[src/rtl/mem_port_arbiter.sv]
// Shares one variable-latency memory between the fetch and data ports; data wins, with a streak limit to avoid fetch starvation.
// Optional watchdog abort is enabled by defining MEM_PORT_ARBITER_TIMEOUT_EN.
module mem_port_arbiter #(
    parameter int unsigned ADDR_W      = 32,
    parameter int unsigned DATA_W      = 32,
    parameter int unsigned DM_STREAK   = 2,
    parameter int unsigned TIMEOUT_CYC = 64
) (
    input  logic              clk_i,
    input  logic              rst_i,
    input  logic              if_req_i,
    input  logic [ADDR_W-1:0] if_addr_i,
    output logic [DATA_W-1:0] if_data_o,
    output logic              if_ack_o,
    input  logic              dm_rd_i,
    input  logic              dm_wr_i,
    input  logic [ADDR_W-1:0] dm_addr_i,
    input  logic [DATA_W-1:0] dm_wdata_i,
    output logic [DATA_W-1:0] dm_rdata_o,
    output logic              dm_ack_o,
    output logic              stall_o,
    output logic              mem_req_o,
    output logic              mem_we_o,
    output logic [ADDR_W-1:0] mem_addr_o,
    output logic [DATA_W-1:0] mem_wdata_o,
    input  logic [DATA_W-1:0] mem_rdata_i,
    input  logic              mem_ack_i,
    output logic              err_o
);

    typedef enum logic [1:0] {
        IDLE    = 2'd0,
        DM_BUSY = 2'd1,
        IF_BUSY = 2'd2,
        RESP    = 2'd3
    } state_e;

    state_e            state_q, state_d;
    logic [3:0]        streak_q, streak_d;
    logic              served_dm_q;
    logic [ADDR_W-1:0] mem_addr_q;
    logic              mem_we_q;
    logic [DATA_W-1:0] mem_wdata_q;
    logic [DATA_W-1:0] if_data_q;
    logic [DATA_W-1:0] dm_rdata_q;

    logic dm_req;
    logic busy;
    logic grant_dm;
    logic grant_if;
    logic mem_done;
    logic mem_abort;
    logic wdog_expired;

    assign dm_req = dm_rd_i | dm_wr_i;
    assign busy   = (state_q == DM_BUSY) || (state_q == IF_BUSY);

    always_ff @(posedge clk_i or posedge rst_i) begin
        if (rst_i) begin
            state_q  <= IDLE;
            streak_q <= 4'd0;
        end else begin
            state_q  <= state_d;
            streak_q <= streak_d;
        end
    end

    // The streak only grows while a fetch is actually waiting behind data grants.
    always_comb begin
        state_d   = state_q;
        streak_d  = streak_q;
        grant_dm  = 1'b0;
        grant_if  = 1'b0;
        mem_done  = 1'b0;
        mem_abort = 1'b0;
        case (state_q)
            IDLE: begin
                if (dm_req && !(if_req_i && (streak_q == 4'(DM_STREAK)))) begin
                    grant_dm = 1'b1;
                    state_d  = DM_BUSY;
                    streak_d = if_req_i ? streak_q + 4'd1 : 4'd0;
                end else if (if_req_i) begin
                    grant_if = 1'b1;
                    state_d  = IF_BUSY;
                    streak_d = 4'd0;
                end else begin
                    streak_d = 4'd0;
                end
            end
            DM_BUSY, IF_BUSY: begin
                if (mem_ack_i) begin
                    mem_done = 1'b1;
                    state_d  = RESP;
                end else if (wdog_expired) begin
                    mem_abort = 1'b1;
                    state_d   = RESP;
                end
            end
            RESP: state_d = IDLE;
            default: state_d = IDLE;
        endcase
    end

    always_comb begin
        mem_req_o = busy;
        if_ack_o  = (state_q == RESP) && !served_dm_q;
        dm_ack_o  = (state_q == RESP) && served_dm_q;
        stall_o   = !rst_i && ((if_req_i && !if_ack_o) || (dm_req && !dm_ack_o));
    end

    // An aborted access returns zero to whichever read register was waiting on it.
    always_ff @(posedge clk_i or posedge rst_i) begin
        if (rst_i) begin
            served_dm_q <= 1'b0;
            mem_addr_q  <= '0;
            mem_we_q    <= 1'b0;
            mem_wdata_q <= '0;
            if_data_q   <= '0;
            dm_rdata_q  <= '0;
        end else begin
            if (grant_dm) begin
                served_dm_q <= 1'b1;
                mem_addr_q  <= dm_addr_i;
                mem_we_q    <= dm_wr_i;
                mem_wdata_q <= dm_wdata_i;
            end else if (grant_if) begin
                served_dm_q <= 1'b0;
                mem_addr_q  <= if_addr_i;
                mem_we_q    <= 1'b0;
                mem_wdata_q <= '0;
            end
            if (mem_done || mem_abort) begin
                if (served_dm_q) begin
                    if (!mem_we_q) dm_rdata_q <= mem_done ? mem_rdata_i : '0;
                end else begin
                    if_data_q <= mem_done ? mem_rdata_i : '0;
                end
            end
        end
    end

    assign mem_addr_o  = mem_addr_q;
    assign mem_we_o    = mem_we_q;
    assign mem_wdata_o = mem_wdata_q;
    assign if_data_o   = if_data_q;
    assign dm_rdata_o  = dm_rdata_q;

`ifdef MEM_PORT_ARBITER_TIMEOUT_EN
    localparam int unsigned WDOG_W = $clog2(TIMEOUT_CYC + 1);

    logic [WDOG_W-1:0] wdog_q;
    logic              err_q;

    // The expiry is seen in the last allowed busy cycle, so an ack there still wins.
    assign wdog_expired = (wdog_q == WDOG_W'(TIMEOUT_CYC - 1));

    always_ff @(posedge clk_i or posedge rst_i) begin
        if (rst_i) begin
            wdog_q <= '0;
            err_q  <= 1'b0;
        end else begin
            if (grant_dm || grant_if) wdog_q <= '0;
            else if (busy)            wdog_q <= wdog_q + 1'b1;
            if (mem_abort)            err_q  <= 1'b1;
        end
    end

    assign err_o = err_q;
`else
    logic [31:0] unused_timeout_cyc;

    assign unused_timeout_cyc = 32'(TIMEOUT_CYC);
    assign wdog_expired       = 1'b0;
    assign err_o              = 1'b0;
`endif

endmodule

[config.mk]
export PLATFORM = sky130hd
export DESIGN_NAME = mem_port_arbiter
export DESIGN_NICKNAME = d
export VERILOG_FILES = /design/src/rtl/mem_port_arbiter.sv
export SDC_FILE = /design/constraint.sdc
export NUM_CORES = 1
export LEC_CHECK = 0
export ABC_AREA = 1
export BUFFER_PORTS_ARGS = -buffer_cell sky130_fd_sc_hd__buf_4
export CAP_MARGIN = 15
export CORE_ASPECT_RATIO = 0.7
export CORE_MARGIN = 8
export CORE_UTILIZATION = 52
export DETAILED_ROUTE_END_ITERATION = 16
export PLACE_DENSITY = 0.86
export REMOVE_ABC_BUFFERS = 1
export SYNTH_ARGS = -nofsm -noshare
export SYNTH_HDL_FRONTEND = slang
export SYNTH_SLANG_ARGS = --single-unit
[constraint.sdc]
create_clock -name clk_i -period 6.4 [get_ports clk_i]
set_input_delay 0 -clock clk_i [delete_from_list [all_inputs] [get_ports clk_i]]
set_output_delay 0 -clock clk_i [all_outputs]
set_load 0.01 [all_outputs]
==> impl_metrics.csv, run 1 <==
group,metric,value,unit
synth,avgSynthCellArea,7.97,sq um
routing,avgViaCountPerCell,5.00,
power,ir_drop,0.000330,V
synth,ys_warn_count,0,
outcome,run_status,"finished, final reports clean",
critical_path,worstPathCellList,"inv_1 -> ha_1 -> nand2_1 -> inv_1 -> nand2_2 -> nand3_2 -> buf_4 -> nand2_1 -> nand2_1 -> dlygate4sd3_1 -> nand2_1",
placed_design,io_buffers,266,
critical_path,crit_path_end_kind,"flip-flop",
clocking,clk_latency,0.41,ns
cells_and_area,drive_gt1_share,26.4,%
floorplanning,die_w,147,um
critical_path,cp-startpoint,"streak_q[0]",
timing,max_freq,312,MHz
critical_path,cp.arrival,3.51,ns
critical_path,worstSetupEndpoint,"mem_addr_o[22]",
critical_path,required,6.70,ns
timing,tns,0,ns
critical_path,crit_fanout,52,
routing,drtPass1Iterations,6,
routing,vias,6671,
flow_run,maxCapViolations,0,
critical_path,crit_cells,11,
placed_design,dpl-instance-area,8180,sq um
clocking,cts.repair.resized,0,
clocking,cts_tree,"done",
critical_path,crit_path_start_kind,"flip-flop",
critical_path,rr_endpoint,"mem_addr_o[22]",
clocking,clk_pin_slew,0.06,ns
power,total_power,4.56,mW
timing,finalHoldViolations,0,
critical_path,crit_buf_inv,4,
timing,setup_viol,0,
grt,grt_max_degree,84,
timing,min_period,3.21,ns
timing,drv_slew,0,
timing,rsz0062_at_grt,"no",
grt,grt_pass1_wl,36700,um
grt,antenna_found_initial,1,
placed_design,place_ws,3.88,ns
routing,drtIter0Drc,394,
synth,synthesis.area,6210,sq um
timing,max_slew.worst_pin.slew,1.08,ns
power,p_leak,5.75,nW
floorplanning,io_pins,268,
placed_design,gp_congestion,0.802,
critical_path,cpMostUsedCell,"nand2_1",
timing,clock_skew,0.0118,ns
critical_path,rr_worst_depth,11,
floorplanning,die_h,107,um
floorplanning,core-area,11700,sq um
cells_and_area,nFillCells,594,
synth,synthCells,779,
critical_path,cp_slowest_cell,"buf_4",
cells_and_area,multiInputGateArea,1890,sq um
clocking,cts_root_buf,"clkbuf_16",
clocking,cts.sinks,136,
synth,synth_enable_flop_cells,0,
routing,drc_errors,0,
power,cellPowerDensity,451,nW/um^2
timing,worst_slack,3.19,ns
floorplanning,die_area,15800,sq um
synth,yosysUniqueCellTypes,26,
clocking,cts_buffer_depth,2,
grt,grt_usage,29.4,%
grt,grt_overflow,0,
routing,routed_wirelength,23500,um
routing,ant_nets,0,
synth,async_flop_share,100,%
clocking,cts-buffers-inserted,17,
grt,grt_pass1_vias,6996,
timing,slew_headroom,27.9,%
placed_design,post-dp-hpwl,13100,um
clocking,post_cts_buffers,0,
timing,holdWs,0.0322,ns
critical_path,slowest_delay,0.57,ns
critical_path,crit_type,"flip-flop to flip-flop",
cells_and_area,fin_nets,1303,
cells_and_area,final_core_utilization,86.6,%
synth,ys_ff_latch,136,
critical_path,reg2reg_setup_slack,3.19,ns
hold_path,min_from,"mem_ack_i",
floorplanning,start_util,53.2,%
placed_design,dp_cells,1170,
hold_path,min_path_type,"input port to flip-flop",
critical_path,regToRegStartpoint,"streak_q[0]",
cells_and_area,finalNonFillerCells,1334,
clocking,cts_htree_levels,4,
cells_and_area,regArea,3400,sq um
critical_path,path_delay_family,"simple AND/OR/NAND/NOR gates",
routing,wl_per_cell,17.6,um
cells_and_area,syn2layout_area_growth,63.0,%
synth,synth_seq_area_share,54.8,%
cells_and_area,design_area,10100,sq um
synth,synth-main-ff-cell,"dfrtp_1",
timing,period_share,50.1,%
floorplanning,rows,33,
registers in the layout, indices dropped and copies added, names as in the netlist:
signal / count
mem_we_o: 1
state_q: 2
dm_rdata_o: 32
streak_q: 4
if_data_o: 32
mem_addr_o: 32
mem_wdata_o: 32
served_dm_q: 1
power breakdown:
| group | leakage [nW] | internal (mW) | switching [mW] |
|---|---|---|---|
| Combinational | 3.75 | 0.902 | 1.14 |
| Clock | 0.290 | 0.626 | 0.393 |
| Sequential | 1.71 | 1.26 | 0.249 |
worst register-to-register path, stage by stage, from the launching register on:
cell           delay [ns]
dfrtp_1              0.42
inv_1                0.07
ha_1                 0.14
nand2_1              0.05
inv_1                0.06
nand2_2              0.42
nand3_2              0.47
buf_4                0.58
nand2_1              0.17
nand2_1              0.12
dlygate4sd3_1        0.56
nand2_1              0.06
layer usage:
layer | part of all wire (%) | up-vias | GRT usage, %
li1 | - | 3076 | -
met1 | 38 | 3173 | 33.1
met2 | 50 | 351 | 50.5
met3 | 7.6 | 71 | 8.69
met4 | 4.2 | 0 | 14.7
met5 | 0 | - | 0
cells by family (layout without fill, tap and decap cells):
group / after synthesis / after routing / synth area share (%)
AO/OA/AOI/OAI: 105 / 105 / 8.66
adder cells (fa/ha/maj): 5 / 5 / 1.01
AND/OR/NAND/NOR: 319 / 319 / 20.4
XOR/XNOR: 2 / 2 / 0.282
flip-flops: 136 / 136 / 54.8
other: 1 / 2 / 0.0604
buffers and inverters: 211 / 608 / 14.8
worst min-delay path by stage:
stage	depth (start not counted)	endpoint	slack [ns]
after floorplan	1	stall_o	0.04
after global placement	2	mem_addr_o[19]	0.08
after detailed placement	2	mem_addr_o[7]	0.08
after CTS	6	state_q[0]	0.005
after global routing	6	state_q[1]	0.03
final	6	state_q[1]	0.03
layout by cell type, fill, tap and decap left out:
cell             n
xnor2_1          1
a21oi_1          1
nand3_1         35
nand2_1        274
clkbuf_8         1
inv_4            1
inv_1          155
clkinv_1        17
xor2_1           1
dfrtp_1        136
nand4_1          1
o21ai_0         70
ha_1             5
inv_2            2
a21oi_4          1
buf_16           1
conb_1           1
nor2_1           4
o22ai_1          1
clkinvlp_4       3
nand3_2          2
clkbuf_16       17
buf_4          269
dlygate4sd3_1  131
o21ai_1         32
clkinv_2         2
bufinv_16        3
nor2_4           1
nand2_2          2
inv_6            6
diode_2          1
synthesized netlist by cell type, drive strengths merged, types with 2 or more instances:
cell / n / area share [%]
nand2: 276 / 17
inv: 159 / 9.6
dfrtp: 136 / 55
o21ai: 102 / 8.2
nand3: 37 / 3.1
buf: 24 / 3.5
clkinv: 17 / 1.0
clkbuf: 11 / 0.68
ha: 5 / 1.0
nor2: 5 / 0.42
a21oi: 2 / 0.34
what timing repair did:
| action | in CTS | in global routing |
|---|---|---|
| endpoints found under the hold margin | 185 | 0 |
| hold buffers | 131 | 0 |
| setup endpoints to repair | 0 | 0 |
cell type report:
type / instances / share of cell area (%)
Sequential cell: 136 / 33.6
Timing Repair Buffer: 401 / 33.2
Multi-Input combinational cell: 432 / 18.7
Inverter: 176 / 6.60
Clock buffer: 18 / 4.34
Tap cell: 157 / 1.94
Clock inverter: 13 / 1.64
Antenna cell: 1 / 0.0247
Note: power is estimated with default switching activity, not from simulation.
==> run 2: changes to the inputs <==
Settings changed: ABC_AREA 1 to 0, CORE_UTILIZATION 52 to 42, PLACE_DENSITY 0.86 to 0.76.
Clock period 6.4 ns to 2.79 ns, I/O delays scaled along.
==> run 2 against run 1 <==
Area after synthesis is 9.3% lower. Wire length is 13% lower. Core utilization is 13 points lower. Synthesized cell count is 47% lower. Register-to-register slack worse by 3.0 ns. Cell count is 26% lower. First-iteration DRC count is 32% lower. Sequential share of layout area is 1.5 points higher. Critical endpoint is now mem_addr_o[12].
==> impl_metrics.csv, run 2 <==
group,metric,value,unit
outcome,run_status,"finished, final reports clean",
synth,yosysMostFrequentCell,"dfrtp_1",
clocking,cts_htree_levels,4,
clocking,clk_pin_slew,0.07,ns
grt,grt_usage,22.6,%
critical_path,required,3.12,ns
routing,vias,5210,
routing,ant_nets,0,
clocking,cts.sinks,136,
flow_run,maxCapViolations,0,
placed_design,dp_cells,822,
timing,rsz0062_at_grt,"no",
floorplanning,start_util,42.9,%
cells_and_area,fin_nets,946,
synth,synth_top_cell_by_area,"dfrtp_1",
synth,synth.top_cells.by_count,"136 x dfrtp_1, 64 x mux2_2, 34 x o2bb2ai_1",
grt,grt_overflow,0,
timing,tns,0,ns
timing,min_period,2.64,ns
placed_design,gp_congestion,0.842,
cells_and_area,design_area,9690,sq um
hold_path,hold_depth,4,
routing,wl_per_cell,20.7,um
clocking,post_cts_buffers,0,
cells_and_area,final_cell_mix,"277 x buf_4, 136 x dfrtp_1, 131 x dlygate4sd3_1",
timing,max_freq,379,MHz
routing,avgViaCountPerCell,5.27,
grt,grt_pass1_wl,31700,um
cells_and_area,syn2layout_area_growth,72.0,%
grt,grt_max_degree,63,
routing,drc_errors,0,
floorplanning,core-area,13100,sq um
floorplanning,io_pins,268,
power,p_leak,4.69,nW
critical_path,rr_endpoint,"mem_addr_o[12]",
clocking,cts-buffers-inserted,17,
cells_and_area,finalNonFillerCells,988,
critical_path,regToRegStartpoint,"state_q[0]",
cells_and_area,final_common_cell,"buf_4",
hold_path,holdPathEnd,"served_dm_q",
synth,synth_top_area_share,60.4,%
placed_design,dpl-instance-area,7760,sq um
floorplanning,die_w,154,um
critical_path,reg2reg_setup_slack,0.15,ns
critical_path,crit_path_start_kind,"flip-flop",
critical_path,crit_path_end_kind,"flip-flop",
timing,drv_slew,0,
clocking,cts_buffer_depth,2,
grt,antenna_found_initial,2,
routing,met2_length,10300,um
critical_path,rr_worst_depth,7,
timing,slew_headroom,43.8,%
timing,finalHoldViolations,0,
routing,wl_met3,1350,um
cells_and_area,drive_gt1_share,46.3,%
critical_path,cp.arrival,2.97,ns
clocking,cts.repair.resized,0,
timing,period_share,94.6,%
critical_path,crit_fanout,29,
synth,async_flop_share,100,%
timing,setup_viol,0,
timing,max_slew.worst_pin.slew,0.842,ns
routing,top_layer,"met4",
timing,clock_skew,0.0124,ns
power,cellPowerDensity,1120,nW/um^2
power,total_power,10.8,mW
power,ir_drop,0.000548,V
synth,synthTopCellsByArea,"dfrtp_1 60%, mux2_2 13%, o2bb2ai_1 5.3%, a22o_1 5.1%, o31ai_1 4.4%",
routing,wl_met1,8390,um
synth,avgSynthCellArea,13.6,sq um
synth,synthesis.area,5630,sq um
placed_design,post-dp-hpwl,13200,um
clocking,cts_root_buf,"clkbuf_16",
synth,yosysUniqueCellTypes,33,
hold_path,min_path_type,"input port to flip-flop",
routing,drtPass1Iterations,5,
routing,routed_wirelength,20500,um
synth,ys_ff_latch,136,
synth,synth-main-ff-cell,"dfrtp_1",
synth,ys_warn_count,0,
clocking,clk_latency,0.41,ns
routing,drtIter0Drc,268,
floorplanning,die_h,113,um
critical_path,crit_type,"flip-flop to flip-flop",
clocking,cts_tree,"done",
floorplanning,rows,35,
floorplanning,die_area,17400,sq um
synth,synthCells,413,
hold_path,min_from,"dm_rd_i",
grt,grt_pass1_vias,5823,
synth,synth_seq_area_share,60.4,%
placed_design,io_buffers,266,
timing,holdWs,0.0700,ns
synth,synth_enable_flop_cells,0,
-- run 2: cell types whose count changed after synthesis, moves of 4 or more --
cell	change
a22o_1	+33
inv_1	-149
buf_2	+8
clkinv_1	-17
mux2_2	+64
nand2_1	-271
o21ai_0	-65
nand3_1	-35
a21oi_1	+32
o31ai_1	+33
clkbuf_1	+4
o2bb2ai_1	+34
buf_6	-10
o21ai_1	-32
-- run 2: cells by family (layout without fill, tap and decap cells) --
| group | Yosys count | after routing | share of synthesized area [%] |
|---|---|---|---|
| buf+inv | 42 | 448 | 3.80 |
| compound gates | 147 | 148 | 19.4 |
| fa+ha+maj | 5 | 5 | 1.11 |
| other cells | 1 | 3 | 0.0666 |
| mux | 66 | 66 | 13.2 |
| simple gates | 16 | 16 | 2.00 |
| flops | 136 | 136 | 60.4 |
-- run 2: per-stage QoR --
step           utilization (%)  setup slack, ns
2_1_floorplan                -           -0.849
3_5_place_dp              59.1            0.771
3_3_place_gp              59.1            0.860
4_1_cts                   73.7           0.0906
5_1_grt                   73.8          0.00685
6_report                  73.8            0.151
-- run 2: worst max-delay path, cell delays in order, from the launching register on --
cell and delay (ns):
dfrtp_1 0.40, inv_1 0.09, ha_1 0.45, o31a_1 0.34
buf_4 0.36, o31ai_1 0.15, o2bb2ai_1 0.17, dlygate4sd3_1 0.59
-- run 2: how the worst max path moves through the flow --
stage	from	end	depth (start not counted)
3_5_place_dp	dm_wr_i	mem_wdata_o[20]	5
6_report	state_q[0]	mem_addr_o[12]	7
4_1_cts	dm_wr_i	mem_addr_o[24]	7
2_1_floorplan	rst_i	dm_rdata_o[0]	1
3_3_place_gp	dm_wr_i	mem_wdata_o[15]	5
5_1_grt	state_q[0]	mem_addr_o[23]	7
-- run 2: what timing repair did --
| action | CTS | global route |
|---|---|---|
| endpoints found under the setup margin | 0 | 21 |
| hold endpoints to repair | 190 | 0 |
| hold buffers | 131 | 0 |
-- run 2: power breakdown --
part | switching, mW | internal [mW]
combinational | 2.27 | 2.80
sequential | 0.597 | 2.92
clock | 0.973 | 1.28
-- run 2: cell type report --
cell class                      instances  area [sq um]
Clock inverter                         15           175
Antenna cell                            2          5.00
Fill cell                             806          3450
Sequential cell                       136          3400
Clock buffer                           17           425
Inverter                                7          28.8
Tap cell                              166           208
Timing Repair Buffer                  409          3410
Multi-Input combinational cell        236          2030
-- run 2: layer usage --
layer | vias up | track usage (%)
li1 | 2355 | -
met1 | 2604 | 27.2
met2 | 221 | 38.8
met3 | 30 | 5.67
met4 | 0 | 7.94
met5 | - | 0
==> run 3: changes to the inputs <==
Settings changed: CORE_UTILIZATION 42 to 29, PLACE_DENSITY 0.76 to not set.
==> run 3 against run 2 <==
Clock power fell by 2%. Clock skew decreased by 0.00053 ns. Sequential share of layout area is 0.36 points lower. Flip-flop and latch count did not move. Power fell by 1.7%. Largest power group unchanged. Setup slack improved by 0.22 ns. Worst hold slack worse by 0.0013 ns. Sequential power shrank 1%. Via count down 3.4%. Core utilization is 22 points lower. Combinational power shrank 1%.
==> impl_metrics.csv, run 3 (synthesized netlist as in run 2, its figures left out) <==
group,metric,value,unit
outcome,run_status,"finished, final reports clean",
timing,min_period,2.42,ns
cells_and_area,final_core_utilization,51.6,%
hold_path,min_from,"if_req_i",
floorplanning,rows,42,
clocking,clk_latency,0.41,ns
critical_path,crit_fanout,32,
timing,worst_slack,0.371,ns
critical_path,rr_worst_depth,7,
grt,grt_pass1_wl,31500,um
clocking,cts_tree,"done",
critical_path,crit_type,"flip-flop to flip-flop",
routing,drtIter0Drc,198,
cells_and_area,nFillCells,1643,
power,p_int,6.99,mW
clocking,cts-buffers-inserted,17,
cells_and_area,syn2layout_area_growth,73.8,%
flow_run,maxCapViolations,0,
grt,grt_overflow,0,
cells_and_area,final_common_cell,"buf_4",
timing,rsz0062_at_grt,"no",
grt,antenna_found_initial,0,
floorplanning,die_w,183,um
critical_path,regToRegStartpoint,"streak_q[0]",
cells_and_area,multiInputGateArea,2030,sq um
cells_and_area,drive_gt1_share,46.3,%
routing,avgViaCountPerCell,4.65,
cells_and_area,final_cell_mix,"276 x buf_4, 136 x dfrtp_1, 131 x dlygate4sd3_1",
hold_path,hold_depth,3,
floorplanning,io_pins,268,
power,power_frac_clock,20.6,%
timing,max_freq,413,MHz
clocking,cts.sinks,136,
routing,wl_per_cell,17.8,um
routing,routed_wirelength,19200,um
critical_path,crit_path_end_kind,"flip-flop",
placed_design,post-dp-hpwl,13100,um
power,switchingPower,3.66,mW
hold_path,min_path_type,"input port to flip-flop",
clocking,clk_pin_slew,0.06,ns
critical_path,cp.arrival,2.77,ns
routing,drtPass1Iterations,4,
placed_design,gp_congestion,0.750,
placed_design,io_buffers,266,
clocking,cts_buffer_depth,2,
clocking,cts_htree_levels,4,
timing,period_share,86.7,%
floorplanning,die_area,24200,sq um
routing,drc_errors,0,
power,ir_drop,0.000539,V
timing,finalHoldViolations,0,
timing,setup_viol,0,
cells_and_area,fin_nets,945,
power,cellPowerDensity,1090,nW/um^2
power,p_comb_share,46.8,%
critical_path,required,3.14,ns
routing,ant_nets,0,
hold_path,holdPathEnd,"state_q[1]",
critical_path,rr_endpoint,"mem_addr_o[13]",
routing,vias,5032,
grt,grt_max_degree,62,
floorplanning,start_util,29.7,%
timing,clock_skew,0.0118,ns
timing,drv_slew,0,
power,netSwitchingFraction,34.4,%
clocking,cts.repair.resized,0,
cells_and_area,diodes,0,
cells_and_area,regArea,3400,sq um
timing,max_slew.worst_pin.slew,0.586,ns
timing,holdWs,0.0686,ns
grt,grt_pass1_vias,5788,
critical_path,reg2reg_setup_slack,0.37,ns
timing,slew_headroom,60.9,%
grt,grt_usage,16.0,%
floorplanning,core-area,19000,sq um
floorplanning,die_h,133,um
clocking,cts_root_buf,"clkbuf_16",
critical_path,crit_path_start_kind,"flip-flop",
power,p_seq_share,32.6,%
placed_design,place_ws,0.665,ns
power,p_leak,4.68,nW
-- run 3: critical path: stages, from the launching register on --
cell,delay [ns]
dfrtp_1,0.41
inv_1,0.09
ha_1,0.19
and4bb_1,0.34
buf_4,0.40
o31ai_1,0.15
o2bb2ai_1,0.18
dlygate4sd3_1,0.58
-- run 3: area by class of cell --
class	instances	area share (%)
Timing Repair Buffer	409	35.0
Sequential cell	136	34.8
Multi-Input combinational cell	235	20.7
Clock buffer	17	4.34
Tap cell	264	3.37
Clock inverter	15	1.56
Inverter	7	0.319
-- run 3: worst max path at each step --
stage | from | slack, ns | to
floorplan | rst_i | -0.85 | dm_rdata_o[0]
global placement | dm_wr_i | 0.75 | mem_wdata_o[12]
detailed placement | dm_wr_i | 0.66 | mem_wdata_o[21]
CTS | dm_wr_i | 0.41 | mem_addr_o[18]
global route | state_q[1] | 0.24 | mem_addr_o[25]
finish | streak_q[0] | 0.37 | mem_addr_o[13]
-- run 3: power by group through the flow --
stage                     combinational [mW]  clock [mW]  sequential [mW]
after floorplan                         1.85           0             3.82
after global placement                  4.40           0             3.45
after detailed placement                4.51           0             3.48
after CTS                               4.99        2.28             3.47
after global routing                    5.38        2.36             3.60
final                                   4.99        2.20             3.47
-- run 3: per-layer routing --
| metal | part of all wire (%) | global-route usage (%) | up-vias |
|---|---|---|---|
| li1 | - | - | 2363 |
| met1 | 41 | 18.4 | 2453 |
| met2 | 49 | 27.0 | 185 |
| met3 | 8.0 | 6.13 | 31 |
| met4 | 2.4 | 5.59 | 0 |
| met5 | 0 | 0 | - |
-- run 3: repair_timing --
item,4_1_cts,5_1_grt
endpoints found under the hold margin,189,0
buffers inserted,0,0
hold buffers,131,0
-- run 3: through the flow --
step	power [mW]	instances	TNS, ns	instance area [sq um]
floorplan	5.66	378	-115.53	5450
global placement	7.85	919	0	7880
detailed placement	7.99	919	0	7880
CTS	10.7	1082	0	9770
global route	11.3	1083	0	9790
finish	10.7	1083	0	9790
